## config.mk

```make
export PLATFORM = sky130hd
export DESIGN_NAME = exec_issue_ctrl
export DESIGN_NICKNAME = d
export VERILOG_FILES = /design/src/rtl/exec_issue_ctrl.sv
export SDC_FILE = /design/constraint.sdc
export NUM_CORES = 1
export LEC_CHECK = 0
export CAP_MARGIN = 20
export CORE_UTILIZATION = 30
export DETAILED_ROUTE_END_ITERATION = 6
export GPL_TIMING_DRIVEN = 0
export SLEW_MARGIN = 5
export SYNTH_ARGS = -nofsm -noshare
export SYNTH_HDL_FRONTEND = slang
export SYNTH_SLANG_ARGS = --single-unit
```

## constraint.sdc

```tcl
create_clock -name clk -period 8.04 [get_ports clk]
set_clock_uncertainty 0.2 [all_clocks]
set_input_delay 1.608 -clock clk [delete_from_list [all_inputs] [get_ports clk]]
set_output_delay 1.608 -clock clk [all_outputs]
set_load 0.05 [all_outputs]
```

## src/rtl/exec_issue_ctrl.sv

```systemverilog
// Issue sequencer for the multi-cycle execute stage: int/float scoreboard hazard
// check, one-cycle execute start, completion wait with timeout, memory handoff.
module exec_issue_ctrl #(
  parameter int unsigned TIMEOUT = 1023
) (
  input  logic        clk,
  input  logic        rstn,
  input  logic        dec_valid,
  output logic        dec_ready,
  input  logic [4:0]  dec_rs1,
  input  logic [4:0]  dec_rs2,
  input  logic [4:0]  dec_rd,
  input  logic        dec_use_rs1,
  input  logic        dec_use_rs2,
  input  logic        dec_rs1_f,
  input  logic        dec_rs2_f,
  input  logic        dec_wr,
  input  logic        dec_fwr,
  output logic        exec_enabled,
  input  logic        exec_completed,
  input  logic        exec_jump_chosen,
  input  logic [31:0] exec_jump_dest,
  output logic        mem_valid,
  input  logic        mem_ready,
  input  logic        wb_valid,
  input  logic [4:0]  wb_rd,
  input  logic        wb_f,
  output logic        flush,
  output logic [31:0] redirect_pc,
  output logic        busy,
  output logic        timeout_err,
  output logic [31:0] stall_cycles
);
  localparam int unsigned REG_W = 5;
  localparam int unsigned NREG  = 32;
  localparam int unsigned XLEN  = 32;
  localparam int unsigned CNT_W = (TIMEOUT < 2) ? 1 : $clog2(TIMEOUT);
  localparam logic [CNT_W-1:0] CNT_LAST = CNT_W'(TIMEOUT - 1);

  typedef enum logic [1:0] {S_IDLE, S_EXEC, S_WAIT, S_HANDOFF} state_t;

  state_t             state, state_d;
  logic [CNT_W-1:0]   wait_cnt;
  logic [NREG-1:0]    ipend, ipend_d, fpend, fpend_d;
  logic [REG_W-1:0]   cap_rd;
  logic               cap_wr, cap_fwr;
  logic               hazard, accept, abort, src1_pend, src2_pend;

  // rstn is active-high despite its name
  always_ff @(posedge clk or posedge rstn) begin
    if (rstn) state <= S_IDLE;
    else      state <= state_d;
  end

  always_comb begin
    state_d = state;
    abort   = 1'b0;
    unique case (state)
      S_IDLE:    if (accept) state_d = S_EXEC;
      S_EXEC:    state_d = S_WAIT;
      S_WAIT: begin
        if (exec_completed) begin
          state_d = S_HANDOFF;
        end else if (wait_cnt == CNT_LAST) begin
          state_d = S_IDLE;
          abort   = 1'b1;
        end
      end
      S_HANDOFF: if (mem_ready) state_d = S_IDLE;
      default:   state_d = S_IDLE;
    endcase
  end

  always_comb begin
    exec_enabled = (state == S_EXEC);
    mem_valid    = (state == S_HANDOFF);
    busy         = (state != S_IDLE);
    dec_ready    = (state == S_IDLE) & ~hazard & ~flush;
  end

  // Hazard looks only at the registered scoreboard
  always_comb begin
    src1_pend = dec_rs1_f ? fpend[dec_rs1] : ipend[dec_rs1];
    src2_pend = dec_rs2_f ? fpend[dec_rs2] : ipend[dec_rs2];
    hazard    = (dec_use_rs1 & src1_pend) | (dec_use_rs2 & src2_pend) |
                (dec_wr & ipend[dec_rd]) | (dec_fwr & fpend[dec_rd]);
    accept    = dec_valid & dec_ready;
  end

  // Clears first, then sets, so a same-cycle set wins; int r0 is forced clear
  always_comb begin
    ipend_d = ipend;
    fpend_d = fpend;
    if (wb_valid) begin
      if (wb_f) fpend_d[wb_rd] = 1'b0;
      else      ipend_d[wb_rd] = 1'b0;
    end
    if (abort) begin
      if (cap_wr)  ipend_d[cap_rd] = 1'b0;
      if (cap_fwr) fpend_d[cap_rd] = 1'b0;
    end
    if (accept) begin
      if (dec_wr)  ipend_d[dec_rd] = 1'b1;
      if (dec_fwr) fpend_d[dec_rd] = 1'b1;
    end
    ipend_d[0] = 1'b0;
  end

  always_ff @(posedge clk or posedge rstn) begin
    if (rstn) begin
      ipend        <= '0;
      fpend        <= '0;
      cap_rd       <= '0;
      cap_wr       <= 1'b0;
      cap_fwr      <= 1'b0;
      wait_cnt     <= '0;
      flush        <= 1'b0;
      redirect_pc  <= '0;
      timeout_err  <= 1'b0;
      stall_cycles <= '0;
    end else begin
      ipend <= ipend_d;
      fpend <= fpend_d;
      if (accept) begin
        cap_rd  <= dec_rd;
        cap_wr  <= dec_wr;
        cap_fwr <= dec_fwr;
      end
      if (state == S_EXEC)      wait_cnt <= '0;
      else if (state == S_WAIT) wait_cnt <= wait_cnt + CNT_W'(1);
      flush <= (state == S_WAIT) & exec_completed & exec_jump_chosen;
      if ((state == S_WAIT) & exec_completed & exec_jump_chosen)
        redirect_pc <= exec_jump_dest;
      if (abort) timeout_err <= 1'b1;
      if (dec_valid & ~dec_ready) stall_cycles <= stall_cycles + XLEN'(1);
    end
  end

endmodule

```

==> results of run 1 <==
## power by group
group	total [W]	switching (W)	internal [W]
logic	0.00145	0.000894	0.000553
registers	0.00114	0.000195	0.000944
clock network	0.000846	0.000337	0.000510
## through the flow
stage / hold WS, ns / setup TNS [ns] / cell area, um^2
finish: 0.289 / 0 / 11000
global route: 0.309 / 0 / 11000
CTS: 0.293 / 0 / 11000
detailed placement: 0.281 / 0 / 10400
global placement: 0.267 / -3.59 / 10400
floorplan: 0.250 / 0 / 8640
## final timing paths
path,startpoint,slack [ns],cells after the start,endpoint
worst min-delay path,stall_cycles[20],0.29,1,stall_cycles[20]
worst max-delay path,dec_rs1[2],0.75,12,dec_ready
worst max register to register,fpend[23],4.34,11,ipend[18]
max in group asynchronous,rstn,5.43,3,state[1]
worst min register to register,stall_cycles[20],0.29,1,stall_cycles[20]
min in group asynchronous,rstn,1.45,2,redirect_pc[17]
## critical path: cells and delay by family
family / cells / cell delay, ns
buf+inv: 6 / 2.45
simple gates: 4 / 0.78
mux: 2 / 0.61
## kinds of logic after synthesis
kind of cell	count (synthesis)
AO/OA/AOI/OAI	182
XOR/XNOR	31
multiplexers	112
adder cells (fa/ha/maj)	8
AND/OR/NAND/NOR	217
buffers and inverters	72
flip-flops	148
## registers in the layout (all words and copies together) (netlist names)
register      cells
ipend            31
cap_wr            1
fpend            32
stall_cycles     32
redirect_pc      32
cap_rd            5
timeout_err       1
state             2
cap_fwr           1
flush             1
wait_cnt         10
## final cells by class
cell class	instances	area [um^2]
plain buffers	56	287
clock buffers	19	453
clock inverters	13	170
fillers	2805	17100
inverters	16	70.1
multi-input cells	550	4590
flip-flops and latches	148	3700
well taps	378	473
repair buffers	126	1280
## placed cells by master (no fill, tap or decap), types with 7 or more instances in the layout
| master | n |
|---|---|
| or4_1 | 7 |
| o221ai_1 | 64 |
| nor3_1 | 13 |
| and3_1 | 12 |
| dfrtp_1 | 148 |
| nor2_1 | 21 |
| inv_1 | 14 |
| clkdlybuf4s50_1 | 125 |
| mux2i_1 | 35 |
| clkbuf_1 | 33 |
| nand2_1 | 36 |
| nand3_1 | 41 |
| clkbuf_16 | 17 |
| nand4_1 | 15 |
| ha_1 | 8 |
| mux2_2 | 46 |
| or3_1 | 8 |
| buf_6 | 7 |
| nand2b_1 | 8 |
| o31ai_1 | 20 |
| nand3b_1 | 17 |
| mux4_2 | 27 |
| o21ai_0 | 35 |
| o41ai_1 | 16 |
| nor2b_1 | 10 |
| buf_2 | 10 |
| xnor2_1 | 31 |
## routing by layer
layer  share of wire (%)  global-route usage (%)  wire length (um)  vias up
met5                   0                       0                 0        -
met4                 2.8                    7.61               800        0
li1                    -                       -                 -     3345
met3                  12                    7.11              3480       54
met2                  44                    30.2             12700      475
met1                  41                    26.7             11800     3789
==> summary.md, run 1 <==
| Metric | Value |
|---|---|
| Clock Tree Buf Depth | `2` |
| Post-route ant nets | `0` |
| Mapped Area | `0.00864 mm^2` |
| Synth top cells by count | `148 x dfrtp_1, 64 x o221ai_1, 46 x mux2_2` |
| Relative slew slack | `50.2%` |
| Share of layout cells above drive strength 1 | `15.5%` |
| Drt initial violations | `786` |
| Placement Rows | `61` |
| CTS Hold Bufs | `0` |
| PD cells | `311 mW/mm^2` |
| Setup WS pre-CTS | `0.803 ns` |
| Number of synthesized flops with an enable pin | `0` |
| # setup viols final | `0` |
| Worst setup EP type | `output port` |
| TritonRoute pass-1 iters | `5` |
| Fin nets | `989` |
| I/O pin cnt | `136` |
| XOR/XNOR share of the synthesized area | `3.14%` |
| Setup CP Type | `in -> out` |
| Startpoint Class | `input port` |
| Worst Tran Pin Value | `0.747 ns` |
| Post-Synth Simple-Gate Area | `14.3%` |
| Synth warn | `0` |
| Core area | `0.0281 mm^2` |
| Largest net degree at the start of global routing | `80` |
| CP Cell Sequence | `clkdlybuf4s50_1, clkbuf_1, mux4_2, mux2i_1, nor3_1, nor3_1, nand3_1, or3_1, buf_6, inv_4, buf_8, clkdlybuf4s50_1` |
| Root buf cell | `clkbuf_16` |
| Final core utilization | `39.3%` |
| Final WS setup | `0.747 ns` |
| Clock transition at the registers of the reported paths | `0.06 ns` |
| Placed Cells | `1274` |
| DRT Wirelength | `28800 um` |
| Area grow syn2layout | `27.6%` |
| Detailed Place HPWL | `20800 um` |
| Clk sinks | `148` |
| Gr usage total | `20.2%` |
| Post-synth ARST share | `100%` |
| HP Class | `reg -> reg` |
| Max cap viols | `0` |
| Maximum VDD drop | `0.249 mV` |
| Chip height | `172 um` |
| Die area | `0.0295 mm^2` |
| Vias | `7663` |
| Slowest stage delay, CP | `0.81 ns` |
| TritonCTS buffer count | `17` |
| CP max stage cell | `clkdlybuf4s50_1` |
| Routed len/inst | `22.0 um` |
| Static Leak | `4.29 nW` |
| RSZ-0062 raised after global routing | `false` |
| Largest family of logic cells by synthesized area | `multiplexers` |
| Synthesized Nets | `844` |
| Most common cell in the synthesized netlist | `dfrtp_1` |
| Antenna diodes | `0` |
| Slew Limit Fails | `0` |
| Post-CTS Setup Bufs | `0` |
| Final std cells w/o fill | `1306` |
| Mux share of post-synthesis cell area | `18.3%` |
| Grt ovf | `0` |
| Port bufs | `125` |
| DRC Markers | `0` |
| Tot Pwr | `0.00343 W` |
| First-pass GRT wire length | `45100 um` |
| Adder-cell share of the synthesized area | `1.16%` |
| Achievable Freq | `137 MHz` |
| H-tree Lvls | `4` |
| Yosys cell types | `64` |
| Critical path arrival | `5.48 ns` |
| Initial antenna violation count | `0` |
| Cells after Synth | `770` |
| Post-cts repair resize count | `0` |
| Die width | `172 um` |
| Vias in the first global route | `7640` |
| #FFs+latches synth | `148` |
| Fin. Hold Viols | `0` |
| Clock Latency Late Sink | `0.43 ns` |
| Initial Util | `30.8%` |
| CTS tree | `yes` |
| CP Max Fanout | `10` |
| Synth top area cells | `dfrtp_1 43%, mux4_2 7.0%, o221ai_1 6.5%` |
| Yosys top cell area share | `42.9%` |
| Tmin final | `7.29 ns` |
| Main synth FF type | `dfrtp_1` |
| Status | `completed` |
| Post-route clock period utilization | `90.7%` |
| Synth Area in Compound Gates | `16.2%` |
| Mean Syn Cell Area | `11.2 um^2` |
| Critical path required time | `6.23 ns` |
| Gpl congestion | `0.918` |
| Post-synthesis sequential area ratio | `42.9%` |
| Area leader, netlist | `dfrtp_1` |
| DR vias/cell | `5.87` |
Note: power is estimated with default switching activity, not from simulation.
==> inputs of run 2 (changes only) <==
Settings changed: CTS_CLUSTER_DIAMETER from default to 120, GPL_TIMING_DRIVEN 0 to default.
==> summary.md, run 2 (synthesis results as in run 1) <==
| Metric | Value |
|---|---|
| Detailed Place HPWL | `19700 um` |
| Regs by FF count | `fpend (32), redirect_pc (32), stall_cycles (32)` |
| Max cap viols | `0` |
| TritonRoute pass-1 iters | `6` |
| Gr usage total | `19.4%` |
| Clk sinks | `148` |
| Static Leak | `4.22 nW` |
| Post-route clock period utilization | `85.5%` |
| Die area | `0.0295 mm^2` |
| Antenna diodes | `0` |
| Placed Area | `0.0102 mm^2` |
| Clock Latency Late Sink | `0.43 ns` |
| Core area | `0.0281 mm^2` |
| Largest net degree at the start of global routing | `81` |
| Worst Tran Pin Value | `0.922 ns` |
| H-tree Lvls | `4` |
| Worst R2R End | `ipend[20]` |
| Relative slew slack | `38.5%` |
| Hold_sp | `stall_cycles[31]` |
| Port bufs | `135` |
| HP Class | `reg -> reg` |
| Share of layout cells above drive strength 1 | `15.0%` |
| Fin. Hold Viols | `0` |
| CP Max Fanout | `28` |
| Hold path depth | `1` |
| DRT Wirelength | `27900 um` |
| Slew Limit Fails | `0` |
| Final Instance Area | `0.0109 mm^2` |
| Post-route ant nets | `0` |
| Most frequent cells in the layout | `148 x dfrtp_1, 133 x clkdlybuf4s50_1, 64 x o221ai_1` |
| Chip height | `172 um` |
| Initial Util | `30.8%` |
| RSZ-0062 raised after global routing | `false` |
| R2R cell count | `9` |
| Setup CP Type | `in -> out` |
| DR vias/cell | `5.85` |
| Reg-to-reg startpoint | `ipend[20]` |
| Hold Slack | `0.276 ns` |
| CTS tree | `yes` |
| Routed len/inst | `22.0 um` |
| Grt ovf | `0` |
| Critical path arrival | `5.07 ns` |
| Vias in the first global route | `7363` |
| Worst R2R Setup Slack | `4.21 ns` |
| Clock Tree Buf Depth | `2` |
| Drt initial violations | `868` |
| WHS Endpoint | `stall_cycles[31]` |
| Gpl congestion | `0.920` |
| # setup viols final | `0` |
| Root buf cell | `clkbuf_16` |
| Maximum VDD drop | `0.256 mV` |
| Setup_tns | `0 ns` |
| Startpoint Class | `input port` |
| CTS Hold Bufs | `0` |
| Fin nets | `948` |
| Initial antenna violation count | `0` |
| First-pass GRT wire length | `43000 um` |
| PD cells | `314 mW/mm^2` |
| Critical path required time | `6.23 ns` |
| Post-cts repair resize count | `0` |
| I/O pin cnt | `136` |
| Clock transition at the registers of the reported paths | `0.06 ns` |
| Worst setup EP type | `output port` |
| Die width | `172 um` |
| TritonCTS buffer count | `17` |
| Area grow syn2layout | `25.6%` |
| Placement Rows | `61` |
| Vias | `7398` |
| Achievable Freq | `145 MHz` |
| Status | `completed` |
| Most common cell after layout, fill and taps aside | `dfrtp_1` |
| Tmin final | `6.88 ns` |
| Post-CTS Setup Bufs | `0` |
| DRC Markers | `0` |
## run 2: cell count changes in the layout (fill, tap and decap cells not counted), sizes merged
cell | previous run | this run
clkinvlp | 3 | 1
clkinv | 2 | 3
clkdlybuf4s50 | 125 | 133
inv | 21 | 24
buf | 24 | 8
clkbuf | 52 | 17
## run 2: how the worst max path moves through the flow
stage                          start   endpoint  slack [ns]  depth (start not counted)
final                      dec_rd[3]  dec_ready        1.16                         11
after global routing      dec_rs1[1]  dec_ready        1.05                         11
after CTS                 dec_rs1[1]  dec_ready        1.24                         11
after detailed placement  dec_rs1[1]  dec_ready        1.28                         11
after global placement    dec_rs1[1]  dec_ready        1.24                         11
after floorplan                 rstn    cap_fwr        2.25                          1
## run 2: cell type report
cell class	count	area, um^2
fillers	2821	17200
well taps	378	473
repair buffers	141	1400
flip-flops and latches	148	3700
multi-input cells	550	4590
inverters	16	67.6
clock inverters	15	193
clock buffers	17	425
## run 2: report_power, final
part,internal (W),switching (W),total [W]
Sequential,0.000944,0.000234,0.00118
Combinational,0.000531,0.000844,0.00137
Clock,0.000498,0.000355,0.000853
Total,0.00197,0.00143,0.00340
## run 2: stage by stage
| stage | utilization (%) | instances | power [W] | setup WS (ns) |
|---|---|---|---|---|
| 6_report | 38.6 | 1265 | 0.00340 | 1.16 |
| 5_1_grt | 38.6 | 1265 | 0.00356 | 1.05 |
| 4_1_cts | 38.6 | 1265 | 0.00341 | 1.24 |
| 3_5_place_dp | 36.4 | 1233 | 0.00254 | 1.28 |
| 3_3_place_gp | 36.4 | 1233 | 0.00253 | 1.24 |
| 2_1_floorplan | - | 770 | 0.00207 | 2.25 |
## run 2: layer usage
metal	wire length, um	track usage, %	up-vias
met5	0	0	-
met4	384	5.24	0
met3	3710	8.05	32
met2	12100	28.7	469
met1	11700	25.9	3652
li1	-	-	3245
## run 2: worst max-delay path, cell delays in order
cell	delay [ns]
clkdlybuf4s50_1	0.83
buf_4	0.40
nand2b_1	0.15
o22ai_1	0.11
a32o_1	0.27
o41ai_1	0.39
a21bo_2	0.27
or3_1	0.37
buf_4	0.24
inv_4	0.23
buf_12	0.17
==> inputs of run 3 (changes only) <==
Settings changed: CORE_UTILIZATION 30 to 59, PLACE_DENSITY from default to 0.87, SKIP_CTS_REPAIR_TIMING from default to 1.
==> summary.md, run 3 (synthesis results as in run 1) <==
| Metric | Value |
|---|---|
| Status | `completed` |
| Post-route clock period utilization | `85.0%` |
| Startpoint Class | `input port` |
| Fin nets | `949` |
| Die area | `0.0151 mm^2` |
| DRT Wirelength | `27200 um` |
| Core area | `0.0141 mm^2` |
| Die width | `123 um` |
| Setup CP Type | `in -> out` |
| CP Max Fanout | `28` |
| Sw frac | `42.2%` |
| H-tree Lvls | `4` |
| DRC Markers | `0` |
| Antenna diodes | `0` |
| Port bufs | `135` |
| Gr usage total | `37.7%` |
| TritonCTS buffer count | `17` |
| CTS tree | `yes` |
| Int Pwr | `0.00195 W` |
| Vias | `7687` |
| Clk pwr share | `23.5%` |
| CP delay by family, top | `buffers and inverters` |
| Most common cell after layout, fill and taps aside | `dfrtp_1` |
| Relative slew slack | `39.0%` |
| Clock transition at the registers of the reported paths | `0.06 ns` |
| Max cap viols | `0` |
| Critical path required time | `6.23 ns` |
| Tmin final | `6.83 ns` |
| Setup_tns | `0 ns` |
| DR vias/cell | `7.20` |
| Share of layout cells above drive strength 1 | `14.9%` |
| Root buf cell | `clkbuf_16` |
| Drt initial violations | `930` |
| Worst R2R Setup Slack | `4.15 ns` |
| Gpl congestion | `0.967` |
| Achievable Freq | `146 MHz` |
| Worst Tran Pin Value | `0.915 ns` |
| Grt ovf | `0` |
| Vias in the first global route | `7806` |
| Clock Latency Late Sink | `0.42 ns` |
| Regs by FF count | `fpend (32), redirect_pc (32), stall_cycles (32)` |
| Most used cell, CP | `buf_4` |
| Routed len/inst | `25.4 um` |
| PD cells | `318 mW/mm^2` |
| # setup viols final | `0` |
| CP Cell Sequence | `clkdlybuf4s50_1, buf_4, mux4_2, mux2i_1, nor3_1, a2111oi_0, nand3_1, or3_1, buf_4, inv_4, buf_12` |
| Slew Limit Fails | `0` |
| Clock Tree Buf Depth | `2` |
| Seq pwr share | `35.2%` |
| CP max stage cell | `clkdlybuf4s50_1` |
| Placement Rows | `43` |
| First-pass GRT wire length | `42600 um` |
| Post-route ant nets | `0` |
| RSZ-0062 raised after global routing | `false` |
| Fin. Hold Viols | `0` |
| Static Leak | `4.20 nW` |
| Clk sinks | `148` |
| Most frequent cells in the layout | `148 x dfrtp_1, 134 x clkdlybuf4s50_1, 64 x o221ai_1` |
| Worst setup EP type | `output port` |
| Largest net degree at the start of global routing | `80` |
| HP Class | `reg -> reg` |
| Hold Slack | `0.283 ns` |
| TritonRoute pass-1 iters | `5` |
| Chip height | `123 um` |
| Detailed Place HPWL | `19100 um` |
| Tot Pwr | `0.00337 W` |
| Slowest stage delay, CP | `0.83 ns` |
| P_sw | `0.00142 W` |
| Maximum VDD drop | `0.328 mV` |
| Area grow syn2layout | `22.5%` |
| Initial antenna violation count | `0` |
| Buffer and inverter count on the worst path | `5` |
| Initial Util | `61.3%` |
| I/O pin cnt | `136` |
| Comb power frac | `41.3%` |
| Critical path arrival | `5.03 ns` |
[run 3: area by class of cell]
cell class / instances / area [um^2]
clock buffer: 18 / 439
clock inverter: 13 / 149
fill: 936 / 3510
inverter: 16 / 67.6
multi-input combinational: 550 / 4590
sequential: 148 / 3700
tap: 180 / 225
timing repair buffer: 142 / 1410
[run 3: final timing paths]
kind,from,to,cells after the start
setup reg to reg,ipend[30],fpend[22],9
min in group asynchronous,rstn,redirect_pc[23],2
setup / recovery,dec_rs2[1],dec_ready,11
hold / removal,timeout_err,timeout_err,1
hold reg to reg,timeout_err,timeout_err,1
max in group asynchronous,rstn,ipend[10],3
[run 3: stage by stage]
stage          utilization, %  setup slack (ns)  area (um^2)  instances
2_1_floorplan               -              2.25         8640        770
3_3_place_gp             70.9              1.28        10000       1036
3_5_place_dp             70.9              1.24        10000       1036
4_1_cts                  75.1              1.23        10600       1067
5_1_grt                  75.1              1.03        10600       1067
6_report                 75.1              1.21        10600       1067
[run 3: power groups by stage]
| stage | Sequential [W] | Combinational [W] | Clock (W) |
|---|---|---|---|
| detailed placement | 0.00117 | 0.00136 | 0 |
| CTS | 0.00117 | 0.00138 | 0.000797 |
| finish | 0.00118 | 0.00139 | 0.000790 |
| global placement | 0.00116 | 0.00132 | 0 |
| global route | 0.00120 | 0.00146 | 0.000827 |
| floorplan | 0.00142 | 0.000655 | 0 |
[run 3: per-layer routing]
layer  global-route usage [%]  vias up  part of all wire (%)
met5                        0        -                     0
met1                     48.6     3811                    37
met4                     17.5        0                   3.6
li1                         -     3252                     -
met2                     58.4      535                    47
met3                     11.5       89                    12
